`config.mk`:
```
export PLATFORM = sky130hd
export DESIGN_NAME = clock_bcd_converter
export DESIGN_NICKNAME = d
export VERILOG_FILES = /design/src/rtl/clock_bcd_converter.sv
export SDC_FILE = /design/constraint.sdc
export NUM_CORES = 1
export LEC_CHECK = 0
export CAP_MARGIN = 10
export CORE_MARGIN = 1
export CORE_UTILIZATION = 40
export DETAILED_ROUTE_END_ITERATION = 10
export DONT_BUFFER_PORTS = 1
export PLACE_DENSITY = 0.58
export SYNTH_ARGS = -nofsm -noshare
export SYNTH_HDL_FRONTEND = slang
export SYNTH_SLANG_ARGS = --single-unit
```
`constraint.sdc`:
```
create_clock -name i_clk -period 1.9 [get_ports i_clk]
set_input_delay 0.57 -clock i_clk [delete_from_list [all_inputs] [get_ports i_clk]]
set_output_delay 0.57 -clock i_clk [all_outputs]
set_load 0.05 [all_outputs]
```
`src/rtl/clock_bcd_converter.sv`:
```
// Iterative double-dabble converter from binary h/m/s to six BCD digits for the display stage.
// Optional build macro: TWELVE_HOUR_EN (12-hour display with PM flag).
module clock_bcd_converter #(
    parameter int unsigned FIELD_W    = 6,
    parameter int unsigned HOUR_MAX   = 23,
    parameter int unsigned MINSEC_MAX = 59
) (
    input  logic               i_clk,
    input  logic               i_reset_n,
    input  logic               i_stb,
    input  logic [4:0]         i_hours,
    input  logic [FIELD_W-1:0] i_minutes,
    input  logic [FIELD_W-1:0] i_seconds,
    output logic               o_busy,
    output logic               o_write_stb,
    output logic               o_range_err,
    output logic               o_pm,
    output logic [3:0]         o_hours_msb,
    output logic [3:0]         o_hours_lsb,
    output logic [3:0]         o_minutes_msb,
    output logic [3:0]         o_minutes_lsb,
    output logic [3:0]         o_seconds_msb,
    output logic [3:0]         o_seconds_lsb
);

    localparam int unsigned BCD_W = 8;
    localparam int unsigned SR_W  = BCD_W + FIELD_W;
    localparam int unsigned CNT_W = $clog2(FIELD_W + 1);
    localparam int unsigned DIG_W = 3 * BCD_W;

    typedef enum logic [1:0] {IDLE, CONVERT, DONE} state_t;

    state_t             state_q, state_d;
    logic [CNT_W-1:0]   cnt_q, cnt_d;
    logic [SR_W-1:0]    sr_h_q, sr_h_d, sr_m_q, sr_m_d, sr_s_q, sr_s_d;
    logic [DIG_W-1:0]   digits_q, digits_d;
    logic               busy_q, busy_d;
    logic               wstb_q, wstb_d;
    logic               rerr_q, rerr_d;
    logic               pm_q, pm_d;
    logic               pm_pend_q, pm_pend_d;

    logic [FIELD_W-1:0] hours_ext, hours_clamped, hours_disp;
    logic [FIELD_W-1:0] minutes_clamped, seconds_clamped;
    logic               hours_oor, minutes_oor, seconds_oor;
    logic               pm_c;

    function automatic logic [FIELD_W-1:0] clamp(input logic [FIELD_W-1:0] v,
                                                 input logic [FIELD_W-1:0] max_v);
        return (v > max_v) ? max_v : v;
    endfunction

    // One double-dabble step: correct each BCD nibble, then shift {bcd,bin} left.
    function automatic logic [SR_W-1:0] dabble(input logic [SR_W-1:0] v);
        logic [SR_W-1:0] t;
        t = v;
        for (int i = 0; i < int'(BCD_W / 4); i++) begin
            if (t[FIELD_W + 4*i +: 4] >= 4'd5)
                t[FIELD_W + 4*i +: 4] = t[FIELD_W + 4*i +: 4] + 4'd3;
        end
        return {t[SR_W-2:0], 1'b0};
    endfunction

    assign hours_ext       = FIELD_W'(i_hours);
    assign hours_oor       = hours_ext > FIELD_W'(HOUR_MAX);
    assign minutes_oor     = i_minutes > FIELD_W'(MINSEC_MAX);
    assign seconds_oor     = i_seconds > FIELD_W'(MINSEC_MAX);
    assign hours_clamped   = clamp(hours_ext, FIELD_W'(HOUR_MAX));
    assign minutes_clamped = clamp(i_minutes, FIELD_W'(MINSEC_MAX));
    assign seconds_clamped = clamp(i_seconds, FIELD_W'(MINSEC_MAX));

`ifdef TWELVE_HOUR_EN
    assign pm_c       = hours_clamped >= FIELD_W'(12);
    assign hours_disp = (hours_clamped == '0)          ? FIELD_W'(12) :
                        (hours_clamped > FIELD_W'(12)) ? hours_clamped - FIELD_W'(12) :
                                                         hours_clamped;
`else
    assign pm_c       = 1'b0;
    assign hours_disp = hours_clamped;
`endif

    always_ff @(posedge i_clk or negedge i_reset_n) begin
        if (!i_reset_n) begin
            state_q   <= IDLE;
            cnt_q     <= '0;
            sr_h_q    <= '0;
            sr_m_q    <= '0;
            sr_s_q    <= '0;
            digits_q  <= '0;
            busy_q    <= 1'b0;
            wstb_q    <= 1'b0;
            rerr_q    <= 1'b0;
            pm_q      <= 1'b0;
            pm_pend_q <= 1'b0;
        end else begin
            state_q   <= state_d;
            cnt_q     <= cnt_d;
            sr_h_q    <= sr_h_d;
            sr_m_q    <= sr_m_d;
            sr_s_q    <= sr_s_d;
            digits_q  <= digits_d;
            busy_q    <= busy_d;
            wstb_q    <= wstb_d;
            rerr_q    <= rerr_d;
            pm_q      <= pm_d;
            pm_pend_q <= pm_pend_d;
        end
    end

    always_comb begin
        state_d   = state_q;
        cnt_d     = cnt_q;
        sr_h_d    = sr_h_q;
        sr_m_d    = sr_m_q;
        sr_s_d    = sr_s_q;
        digits_d  = digits_q;
        busy_d    = busy_q;
        wstb_d    = 1'b0;
        rerr_d    = rerr_q;
        pm_d      = pm_q;
        pm_pend_d = pm_pend_q;
        case (state_q)
            IDLE: begin
                if (i_stb) begin
                    sr_h_d    = {BCD_W'(0), hours_disp};
                    sr_m_d    = {BCD_W'(0), minutes_clamped};
                    sr_s_d    = {BCD_W'(0), seconds_clamped};
                    rerr_d    = hours_oor | minutes_oor | seconds_oor;
                    pm_pend_d = pm_c;
                    cnt_d     = '0;
                    busy_d    = 1'b1;
                    state_d   = CONVERT;
                end
            end
            CONVERT: begin
                sr_h_d = dabble(sr_h_q);
                sr_m_d = dabble(sr_m_q);
                sr_s_d = dabble(sr_s_q);
                cnt_d  = cnt_q + CNT_W'(1);
                if (cnt_q == CNT_W'(FIELD_W - 1))
                    state_d = DONE;
            end
            DONE: begin
                digits_d = {sr_h_q[SR_W-1 -: BCD_W], sr_m_q[SR_W-1 -: BCD_W],
                            sr_s_q[SR_W-1 -: BCD_W]};
                pm_d     = pm_pend_q;
                wstb_d   = 1'b1;
                busy_d   = 1'b0;
                cnt_d    = '0;
                state_d  = IDLE;
            end
            default: state_d = IDLE;
        endcase
    end

    assign o_busy        = busy_q;
    assign o_write_stb   = wstb_q;
    assign o_range_err   = rerr_q;
    assign o_pm          = pm_q;
    assign o_hours_msb   = digits_q[23:20];
    assign o_hours_lsb   = digits_q[19:16];
    assign o_minutes_msb = digits_q[15:12];
    assign o_minutes_lsb = digits_q[11:8];
    assign o_seconds_msb = digits_q[7:4];
    assign o_seconds_lsb = digits_q[3:0];

endmodule
```
==> impl_metrics.yaml <==
placed_design:
  place_ws_ns: 0.417
  hpwl_mm: 4.70
  gp_congestion: 0.781
  numPortBuffers: 0
sta:
  whs_ns: -0.0787
  final_max_slew_viol_count: 0
  hold_violations: 74
  clock_skew_ns: 0.00549
  worst_slack_ns: 0.342
  fmax_mhz: 642
  setup_viol: 0
  finalCriticalPeriod_ns: 1.56
  rsz0062_at_grt: "no"
  tns_ns: 0
  fin_crit_sh_pct: 82.0
cts:
  clock_latency_ns: 0.34
  htreeDepth: 3
  cts_setup_buffers: 0
  cts.clk_slew.worst_paths_ns: 0.08
  cts_resized: 0
  cts_tree: "yes"
  cts_buffer_depth: 2
  cts_made_buffers: 9
  clock-sinks: 74
  root_buffer: "clkbuf_8"
power:
  combPwrFrac_pct: 34.5
  power.internal_mw: 3.72
  switching_share_pct: 47.0
  peakVddDrop_mv: 0.680
  total_power_mw: 7.02
  clockPowerShare_pct: 14.5
  power_switching_mw: 3.30
  power_density_mw_per_mm2: 1870
  power_frac_seq_pct: 51.0
  p_leak_nw: 1.68
yosys:
  avgSynthCellArea_um2: 9.88
  yosys_warnings: 0
  synth-seq-cells: 74
  syn_nets: 388
  yosysSeqAreaShare_pct: 53.0
  synth_top_area_share_pct: 53.0
  ys_top_cells_by_area: "dfrtp_1, nand2_1, ha_1"
  synth_area_mm2: 0.00350
  yosysUniqueCellTypes: 39
  yosys.area.top_type: "dfrtp_1"
  synth_cells: 354
route:
  drt.antenna.violating_nets: 0
  firstDrtPassIters: 4
  drt_wl_total_mm: 7.06
  vias: 2548
  drtIter0Drc: 82
  viasPerCell: 5.52
  routedWlPerCell_um: 15.3
  drc: 0
setup_path:
  rr_endpoint: "sr_s_q[1]"
  ff2ff_setup_slack_ns: 0.41
  crit_fanout: 2
  crit_type: "register to primary output"
  critPathLaunchType: "register"
  regToRegStartpoint: "state_q[0]"
  worstPathRequired_ns: 1.33
  endpoint_kind: "primary output"
  crit_arrival_ns: 0.99
  reg2reg_depth: 4
layout:
  drive_above_1_share_pct: 6.72
  nNetsFinal: 387
  layout_common_cells: "dfrtp_1, nand2_1, inv_1"
  antenna_cells: 0
  syn2layout_area_growth_pct: 7.48
  layout_commonest_cell: "dfrtp_1"
  fillCellCount: 817
die:
  initial_core_util_pct: 41.9
  core_area_mm2: 0.00834
  fp.dieW_um: 95.5
  die_y_um: 95.5
  dieArea_mm2: 0.00912
  io_pins: 48
  rows: 33
run_status:
  failed_checks: "hold timing"
  run_status: "complete, but fails checks"
global_routing:
  antenna_found_initial: 0
  grt_pass1_wl_mm: 12.1
  gr-total-overflow: 0
  grt_pass1_vias: 2579
  grt.total_usage_pct: 17.3
  grt_max_degree: 75
job:
  drv_cap: 0
worst_hold_path:
  worstHoldPathType: "input pin to asynchronous set/reset pin"
==> stage by stage <==
| step | area, µm² | std cells | util [%] |
|---|---|---|---|
| detailed placement | 3610 | 447 | 43.2 |
| finish | 3760 | 462 | 45.0 |
| floorplan | 3500 | 354 | - |
| global route | 3760 | 462 | 45.0 |
| CTS | 3760 | 462 | 45.0 |
| global placement | 3610 | 447 | 43.2 |
==> layer usage <==
layer | track usage, % | share of wire [%] | vias up
met2 | 27.5 | 47 | 52
met3 | 3.67 | 3.5 | 11
met5 | 0 | 0 | -
met4 | 8.08 | 1.5 | 0
li1 | - | - | 1249
met1 | 22.6 | 48 | 1236
==> synthesized netlist by cell type, drive strengths merged <==
master,count
a21oi,4
nand4,2
o22ai,3
o32ai,4
a32o,6
dfrtp,74
nor2b,9
nor3,2
nand2,65
o21ai,33
nand2b,3
xnor2,3
o221ai,6
o21ba,1
a32oi,1
nor2,12
nor3b,3
o21a,7
o311ai,6
conb,1
o22a,4
and4,1
or3b,1
clkbuf,5
and2b,1
a31oi,9
ha,14
inv,30
o21bai,1
a22o,1
o31ai,7
buf,17
a211oi,1
a22oi,2
o2111ai,12
nand3,3
==> sequential cells by signal, indices dropped and copies added (netlist names) <==
name         cells
sr_s_q          14
o_busy           1
sr_m_q          14
digits_q        24
state_q          2
cnt_q            3
o_write_stb      1
sr_h_q          14
o_range_err      1
==> worst max path at each step <==
| stage | startpoint | end | slack [ns] | cells after the start |
|---|---|---|---|---|
| after floorplan | i_stb | sr_s_q[1] | 0.41 | 6 |
| after global placement | state_q[1] | sr_s_q[1] | 0.42 | 4 |
| after detailed placement | state_q[1] | sr_s_q[1] | 0.42 | 4 |
| after CTS | digits_q[14] | o_minutes_msb[2] | 0.32 | 0 |
| after global routing | digits_q[17] | o_hours_lsb[1] | 0.30 | 0 |
| final | digits_q[14] | o_minutes_msb[2] | 0.34 | 0 |
==> logic make-up after synthesis <==
kind of cell               synth area share, %
xor gates and xnor gates                 0.752
other                                    0.107
buffers and inverters                     6.33
and+or+nand+nor                           13.0
adders and majority gates                 5.01
DFF                                       53.0
AOI/OAI and AO/OA                         21.8
==> power by group through the flow <==
stage	Clock [mW]	Sequential (mW)	Combinational, mW
2_1_floorplan	0	3.49	1.97
3_3_place_gp	0	3.61	2.38
3_5_place_dp	0	3.62	2.44
4_1_cts	1.06	3.59	2.46
5_1_grt	1.13	3.70	2.78
6_report	1.02	3.58	2.42
==> cell type report <==
cell class	instances	area, µm²	area share [%]
Inverter	30	113	3.00
Multi-Input combinational cell	228	1420	37.9
Clock inverter	4	20.0	0.533
Clock buffer	11	131	3.50
Sequential cell	74	1850	49.3
Tap cell	105	131	3.50
Timing Repair Buffer	10	87.6	2.33
Note: power is estimated with default switching activity, not from simulation.
